### config.mk
export PLATFORM = sky130hd
export DESIGN_NAME = ram_access_sequencer
export DESIGN_NICKNAME = d
export VERILOG_FILES = /design/src/rtl/ram_access_sequencer.sv
export SDC_FILE = /design/constraint.sdc
export NUM_CORES = 1
export LEC_CHECK = 0
export BUFFER_PORTS_ARGS = -buffer_cell sky130_fd_sc_hd__buf_2
export CAP_MARGIN = 25
export CORE_MARGIN = 4
export CORE_UTILIZATION = 57
export CTS_BUF_LIST = sky130_fd_sc_hd__clkbuf_8
export CTS_CLUSTER_SIZE = 12
export DETAILED_ROUTE_END_ITERATION = 8
export PLACE_DENSITY = 0.79
export SLEW_MARGIN = 20
export SYNTH_ARGS = -nofsm -noshare
export SYNTH_HDL_FRONTEND = slang
export SYNTH_SLANG_ARGS = --single-unit
export TNS_END_PERCENT = 5
### constraint.sdc
create_clock -name CLK -period 3.9 [get_ports CLK]
set_input_delay 0.78 -clock CLK [delete_from_list [all_inputs] [get_ports CLK]]
set_output_delay 0.78 -clock CLK [all_outputs]
set_load 0.01 [all_outputs]
### src/rtl/ram_access_sequencer.sv
// Sequences a CPU memory request (byte/halfword/word) onto a byte-wide RAM,
// with programmable wait states, big-endian byte order and an MFA/MOC handshake.
module ram_access_sequencer #(
    parameter int unsigned WAIT_CYCLES = 1
) (
    input  logic        CLK,
    input  logic        nRESET,
    input  logic        MFA,
    input  logic        RW,
    input  logic [1:0]  SIZE,
    input  logic [7:0]  ADDR,
    input  logic [31:0] DIN,
    output logic [31:0] DOUT,
    output logic        MOC,
    output logic        RAM_EN,
    output logic        RAM_RW,
    output logic [7:0]  RAM_ADDR,
    output logic [7:0]  RAM_WDATA,
    input  logic [7:0]  RAM_RDATA
);

    localparam int unsigned CNT_W = 4;
    localparam logic [CNT_W-1:0] WAIT_LAST = CNT_W'(WAIT_CYCLES - 1);

    typedef enum logic [1:0] {
        IDLE   = 2'd0,
        ACCESS = 2'd1,
        DONE   = 2'd2
    } state_t;

    state_t           state, state_d;
    logic [1:0]       byte_idx, byte_idx_d;
    logic [1:0]       byte_last, byte_last_d;
    logic [CNT_W-1:0] wait_cnt, wait_cnt_d;
    logic             rw_q, rw_q_d;
    logic [31:0]      wsh, wsh_d;      // remaining write bytes, next one in [31:24]
    logic [31:0]      rsh, rsh_d;      // read bytes shifted in from the bottom
    logic [31:0]      rsh_next;
    logic [31:0]      din_aligned;
    logic [31:0]      dout_d;
    logic             moc_d, ram_en_d, ram_rw_d;
    logic [7:0]       ram_addr_d, ram_wdata_d;

    // Left-justify the write data so the first byte sent is always in [31:24]
    always_comb begin
        din_aligned = DIN;
        case (SIZE)
            2'b00:   din_aligned = {DIN[7:0], 24'h000000};
            2'b01:   din_aligned = {DIN[15:0], 16'h0000};
            default: din_aligned = DIN;
        endcase
    end

    // Next-state and registered-output logic
    always_comb begin
        state_d     = state;
        byte_idx_d  = byte_idx;
        byte_last_d = byte_last;
        wait_cnt_d  = wait_cnt;
        rw_q_d      = rw_q;
        wsh_d       = wsh;
        rsh_d       = rsh;
        rsh_next    = rw_q ? {rsh[23:0], RAM_RDATA} : rsh;
        dout_d      = DOUT;
        moc_d       = MOC;
        ram_en_d    = RAM_EN;
        ram_rw_d    = RAM_RW;
        ram_addr_d  = RAM_ADDR;
        ram_wdata_d = RAM_WDATA;

        case (state)
            IDLE: begin
                if (MFA) begin
                    state_d     = ACCESS;
                    byte_idx_d  = 2'd0;
                    wait_cnt_d  = '0;
                    byte_last_d = (SIZE == 2'b00) ? 2'd0 : (SIZE == 2'b01) ? 2'd1 : 2'd3;
                    rw_q_d      = RW;
                    rsh_d       = '0;
                    wsh_d       = {din_aligned[23:0], 8'h00};
                    ram_en_d    = 1'b1;
                    ram_rw_d    = RW;
                    ram_addr_d  = ADDR;
                    ram_wdata_d = din_aligned[31:24];
                end
            end
            ACCESS: begin
                if (!MFA) begin
                    state_d  = IDLE;
                    ram_en_d = 1'b0;
                end else if (wait_cnt == WAIT_LAST) begin
                    rsh_d      = rsh_next;
                    wait_cnt_d = '0;
                    if (byte_idx == byte_last) begin
                        state_d  = DONE;
                        ram_en_d = 1'b0;
                        if (rw_q) begin
                            dout_d = rsh_next;
                        end
                    end else begin
                        byte_idx_d  = byte_idx + 2'd1;
                        ram_addr_d  = RAM_ADDR + 8'd1;
                        ram_wdata_d = wsh[31:24];
                        wsh_d       = {wsh[23:0], 8'h00};
                    end
                end else begin
                    wait_cnt_d = wait_cnt + 4'd1;
                end
            end
            DONE: begin
                if (!MFA) begin
                    state_d = IDLE;
                    moc_d   = 1'b0;
                end else begin
                    moc_d = 1'b1;
                end
            end
            default: begin
                state_d  = IDLE;
                moc_d    = 1'b0;
                ram_en_d = 1'b0;
            end
        endcase
    end

    // State and output registers
    always_ff @(posedge CLK or negedge nRESET) begin
        if (!nRESET) begin
            state     <= IDLE;
            byte_idx  <= 2'd0;
            byte_last <= 2'd0;
            wait_cnt  <= '0;
            rw_q      <= 1'b1;
            wsh       <= '0;
            rsh       <= '0;
            DOUT      <= '0;
            MOC       <= 1'b0;
            RAM_EN    <= 1'b0;
            RAM_RW    <= 1'b1;
            RAM_ADDR  <= 8'h00;
            RAM_WDATA <= 8'h00;
        end else begin
            state     <= state_d;
            byte_idx  <= byte_idx_d;
            byte_last <= byte_last_d;
            wait_cnt  <= wait_cnt_d;
            rw_q      <= rw_q_d;
            wsh       <= wsh_d;
            rsh       <= rsh_d;
            DOUT      <= dout_d;
            MOC       <= moc_d;
            RAM_EN    <= ram_en_d;
            RAM_RW    <= ram_rw_d;
            RAM_ADDR  <= ram_addr_d;
            RAM_WDATA <= ram_wdata_d;
        end
    end

endmodule

Word level (Yosys, flattened, before mapping)
Index checks and enable logic that the tools add are counted.
{ "op_classes": {"addsub": 3, "multipliers": 0, "n_div": 0, "magnitude_cmp": 0, "eq_ne": 11, "shift": 0, "n_mux": 45, "n_bitwise": 1, "n_reduce_logical": 12} }
{ "op_table": {"columns": ["cell", "n"], "rows": [
  ["32-bit two-way mux", 8],
  ["32-bit case mux with 2 select lines", 3],
  ["8-bit two-way mux", 8],
  ["8-bit case mux with 2 select lines", 2],
  ["2-bit two-way mux", 11],
  ["4-bit two-way mux", 3],
  ["4-bit AND reduction", 3],
  ["2-bit inequality test, second input constant", 5],
  ["5-bit AND reduction", 2],
  ["8-bit by 1-bit adder with 8-bit output, second input constant", 1],
  ["4-bit case mux with 2 select lines", 1],
  ["3-bit inequality test, second input constant", 2],
  ["2-bit case mux with 3 select lines", 1],
  ["1-bit two-way mux", 5],
  ["4-bit by 1-bit adder with 4-bit output, second input constant", 1],
  ["2-bit by 1-bit equality test with 1-bit output, second input constant", 2],
  ["2-bit logical NOT", 2],
  ["4-bit logical NOT", 1],
  ["2-bit case mux with 2 select lines", 1],
  ["1-bit case mux with 3 select lines", 1],
  ["3-bit AND reduction", 1],
  ["2-bit by 1-bit adder with 2-bit output, second input constant", 1],
  ["2-bit equality test", 1],
  ["2-bit equality test, second input constant", 1],
  ["other kinds (5)", 5]
]} }
{ "totals": {"ff_bits": 125, "latchBits": 0, "ram_bits": 0, "rom_bits": 0, "input_bits": 54, "mem_count": 0} }

Logic depth before layout (Yosys ltp)
{ "depth": {"ltp_word": 5, "mapped_depth": 8, "depth_no_buf": 6} }

Worst setup path after synthesis
No wires, ideal clock.
{ "synth_timing": {"path_type": "input to register", "from": "input port SIZE[1]", "to": "register RAM_WDATA[6]", "setup_ns": 0.125, "arrival_ns": 1.894, "required_time_ns": 3.775, "slack_ns": 1.881, "path_stages": 5, "path_buffers": 2, "cell_sequence": "clkbuf_1 clkbuf_1 o21ai_0 mux2_2 mux2_2"} }
{ "synth_between": {"elab_chain_len": 4, "word_cells_on_any_way": 5, "cone_classes": "eq/ne (1); mux (3); reduce/logical (1)"} }
{ "synth_rtl": {"columns": ["item", "line", "rtl"], "rows": [
  ["from (decl)", "10", "input logic [1:0] SIZE,"],
  ["2-bit by 1-bit equality test with 1-bit output / 2-bit logical NOT (equally long branches)", "47", "case (SIZE)"],
  ["32-bit case mux with 2 select lines (*)", "47", null],
  ["8-bit two-way mux (*)", "73", "if (MFA) begin"],
  ["8-bit case mux with 2 select lines (*)", "71", "case (state)"],
  ["to (signal assigned)", "155", "RAM_WDATA <= ram_wdata_d;"],
  ["to (decl)", "18", "output logic [7:0] RAM_WDATA,"]
]} }
Every way passes the cells marked *; elsewhere a longest branch is shown, timed or not. The select of a mux whose other input is x is not followed.
A chain may end at the register's enable or synchronous reset.

Worst setup path after layout
{ "layout_timing": {"from": "register wait_cnt[0]", "to": "register DOUT[0]"} }
{ "layout_between": {"elab_chain_len": 2} }
{ "layout_rtl": {"columns": ["item", "line", "rtl"], "rows": [
  ["from (decl)", "34", "logic [CNT_W-1:0] wait_cnt, wait_cnt_d;"],
  ["from (signal assigned)", "146", "wait_cnt <= wait_cnt_d;"],
  ["4-bit logical NOT", "91", "end else if (wait_cnt == WAIT_LAST) begin"],
  ["5-bit AND reduction (no source line)", null, null],
  ["to (signal assigned)", "150", "DOUT <= dout_d;"],
  ["to (decl)", "13", "output logic [31:0] DOUT,"]
]} }
Every way passes these cells.

==> impl_metrics.yaml <==
clock_network:
  insertion_delay_ps: 360
  path_clk_slew_ps: 110
  clockBufferDepth: 2
  cts_inserted_buffers: 9
  h-tree-depth: 3
  root_buffer: "clkbuf_8"
  cts_tree: "built"
  cts.sinks: 109
  post_cts.repair.setup_buffers: 0
  cts-hold-fix-buffers: 0
  ctsResizeCount: 0
global_routing:
  grt_pass1_wl_um: 17040
  grt_use_met3_pct: 3.549
  overflow: 0
  grt_pass1_vias: 3520
  antenna_found_initial: 0
  grt.busiest_layer: "met2"
  met1_usage_pct: 28.73
  grt_max_degree: 56
  grt_usage_pct: 20.30
  use_met2_pct: 32.48
sta:
  slew_viol_final: 0
  finalHoldViolations: 0
  finalSetupViolCount: 0
  max_freq_mhz: 336.9
  min_period_over_period_pct: 76.12
  rsz0062_at_grt: "false"
  max_slew_margin_pct: 36.60
  holdWs_ps: 454.4
  worst_pin_slew_ps: 951.0
  clock_skew_ps: 15.40
  fin_crit_ps: 2969
  fin_tns_setup_ps: 0
placement:
  globalplace.congestion: 0.8961
  place_inst: 598
  dp.final_hpwl_um: 7299
  io_buffers: 104
  placed_cell_area_mm2: 0.005595
finish:
  drive_above_1_share_pct: 38.93
  fin_cells: 614
  stdcell_area_mm2: 0.005811
  layout_common_cells: "dfrtp_1, buf_2, nand2_1, mux2_2, a22o_1"
  final_common_cell: "dfrtp_1"
  area_growth_pct: 15.15
  fillerInstances: 633
  num_antenna_cells: 0
  nets: 558
setup_path:
  worstPathArrival_ps: 3210
  r2r_cells: 6
  rrSetupSlack_ps: 930
  path_max_fanout: 32
  crit_required_ps: 4140
  worst_r2r_startpoint: "wait_cnt[0]"
  endpoint_kind: "flip-flop"
  startpoint: "wait_cnt[0]"
  r2r_end: "DOUT[0]"
  crit_type: "reg -> reg"
  cp-start-kind: "flip-flop"
logic_synthesis:
  yosysSeqAreaShare_pct: 54.08
  avgSynthCellArea_um2: 12.28
  ys_async_sr_fraction_pct: 100.0
  yosysWarnings: 0
  synth_area_mm2: 0.005046
  ys.flop_type: "dfrtp_1"
  synth_cells: 411
  synth_edf_count: 0
  syn-num-nets: 468
  ys_seq_elements: 109
  ys_types: 49
route:
  remaining_drc_errors: 0
  drt_iter0_drc: 166
  first_pass_iters: 4
  routedWlPerCell_um: 16.93
  ant_nets: 0
  via_count: 3609
  drt-total-wl_um: 10390
  via_per_inst: 5.878
pwr:
  power_density_mw_per_mm2: 697.5
  peakVddDrop_mv: 0.3695
  leakage_nw: 3.005
die:
  chipWidth_um: 102.1
  initial_core_util_pct: 58.15
  ioPinCount: 105
  num_rows: 34
  die_h_um: 102.1
  die_area_mm2: 0.01042
  core-area_mm2: 0.008678
outcome:
  status: "finished, final reports clean"
job:
  maxCapViolations: 0
min_path:
  hold_path.class: "in -> async"
## state kept, by name, indices dropped and copies added (netlist names)
name,cells
rsh,24
wait_cnt,4
byte_idx,2
RAM_WDATA,8
RAM_EN,1
RAM_ADDR,8
DOUT,32
state,2
wsh,24
byte_last,2
MOC,1
rw_q,1
## layout make-up
type	instances	area [um^2]	area share [%]
timing repair buffer	109	573.1	9.862
multi-input combinational	266	2136	36.76
tap	108	135.1	2.326
clock buffer	9	123.9	2.132
sequential	109	2729	46.96
clock inverter	7	91.34	1.572
inverter	6	22.52	0.3876
## synthesized netlist by cell type, types with 2 or more instances
master / instances / area, um^2
a2bb2oi_1: 3 / 26.28
o22ai_1: 3 / 18.77
mux2_2: 33 / 371.6
a21o_1: 2 / 15.01
nand4_1: 3 / 18.77
mux2_1: 4 / 45.04
nand2_1: 37 / 138.9
a211oi_1: 2 / 15.01
o21ai_0: 20 / 100.1
xor2_1: 2 / 17.52
nand2b_1: 3 / 18.77
mux2_4: 30 / 450.4
ha_1: 3 / 37.54
mux2i_1: 9 / 90.09
buf_1: 3 / 11.26
buf_6: 3 / 33.78
o21ai_2: 2 / 17.52
nor2_1: 23 / 86.33
a221oi_1: 10 / 87.58
nor3_1: 2 / 10.01
a21oi_1: 5 / 25.02
nand3_1: 14 / 70.07
dfrtp_1: 108 / 2703
o211ai_1: 3 / 22.52
clkbuf_1: 11 / 41.29
inv_1: 5 / 18.77
nor2b_1: 4 / 25.02
a22o_1: 32 / 280.3
buf_2: 9 / 45.04
buf_4: 4 / 30.03
## logic make-up (layout without fill, tap and decap cells)
group | Yosys count | count (layout) | share of synthesized area, %
AOI/OAI and AO/OA | 92 | 92 | 13.71
buffers and inverters | 36 | 131 | 3.645
DFF | 109 | 109 | 54.08
xor gates and xnor gates | 2 | 2 | 0.3472
and+or+nand+nor | 93 | 93 | 8.505
adders and majority gates | 3 | 3 | 0.7439
muxes | 76 | 76 | 18.97
## stage by stage
stage          power, mW  worst slack, ps  util (%)
2_1_floorplan      2.920             1881         -
3_3_place_gp       3.326            776.4     64.48
3_5_place_dp       3.401            681.7     64.48
4_1_cts            4.088            912.2     66.96
5_1_grt            4.319            661.1     66.96
6_report           4.053            931.4     66.96
## layer usage
layer  vias up  share of wire, %
li1       1681                 -
met1      1795                45
met2       123                48
met3        10               6.0
met4         0               1.1
met5         -                 0
## worst max-delay path, stage by stage (launching register included)
cell	delay, ps
dfrtp_1	440
inv_1	70
ha_1	150
nor3b_2	290
and4_1	860
nand2_4	580
mux2_4	450
## power breakdown
part / internal (mW) / switching, mW / leakage, nW
Clock: 0.259 / 0.426 / 0.105
Combinational: 0.773 / 0.789 / 1.47
Sequential: 1.52 / 0.284 / 1.43
Total: 2.55 / 1.50 / 3.00
## worst max path at each step
stage | endpoint | slack (ps) | depth (start not counted)
after floorplan | RAM_WDATA[6] | 1880 | 5
after global placement | DOUT[20] | 780 | 6
after detailed placement | DOUT[0] | 680 | 6
after CTS | DOUT[0] | 910 | 6
after global routing | DOUT[8] | 660 | 6
final | DOUT[0] | 930 | 6
Power figures use the tool's default switching activity.
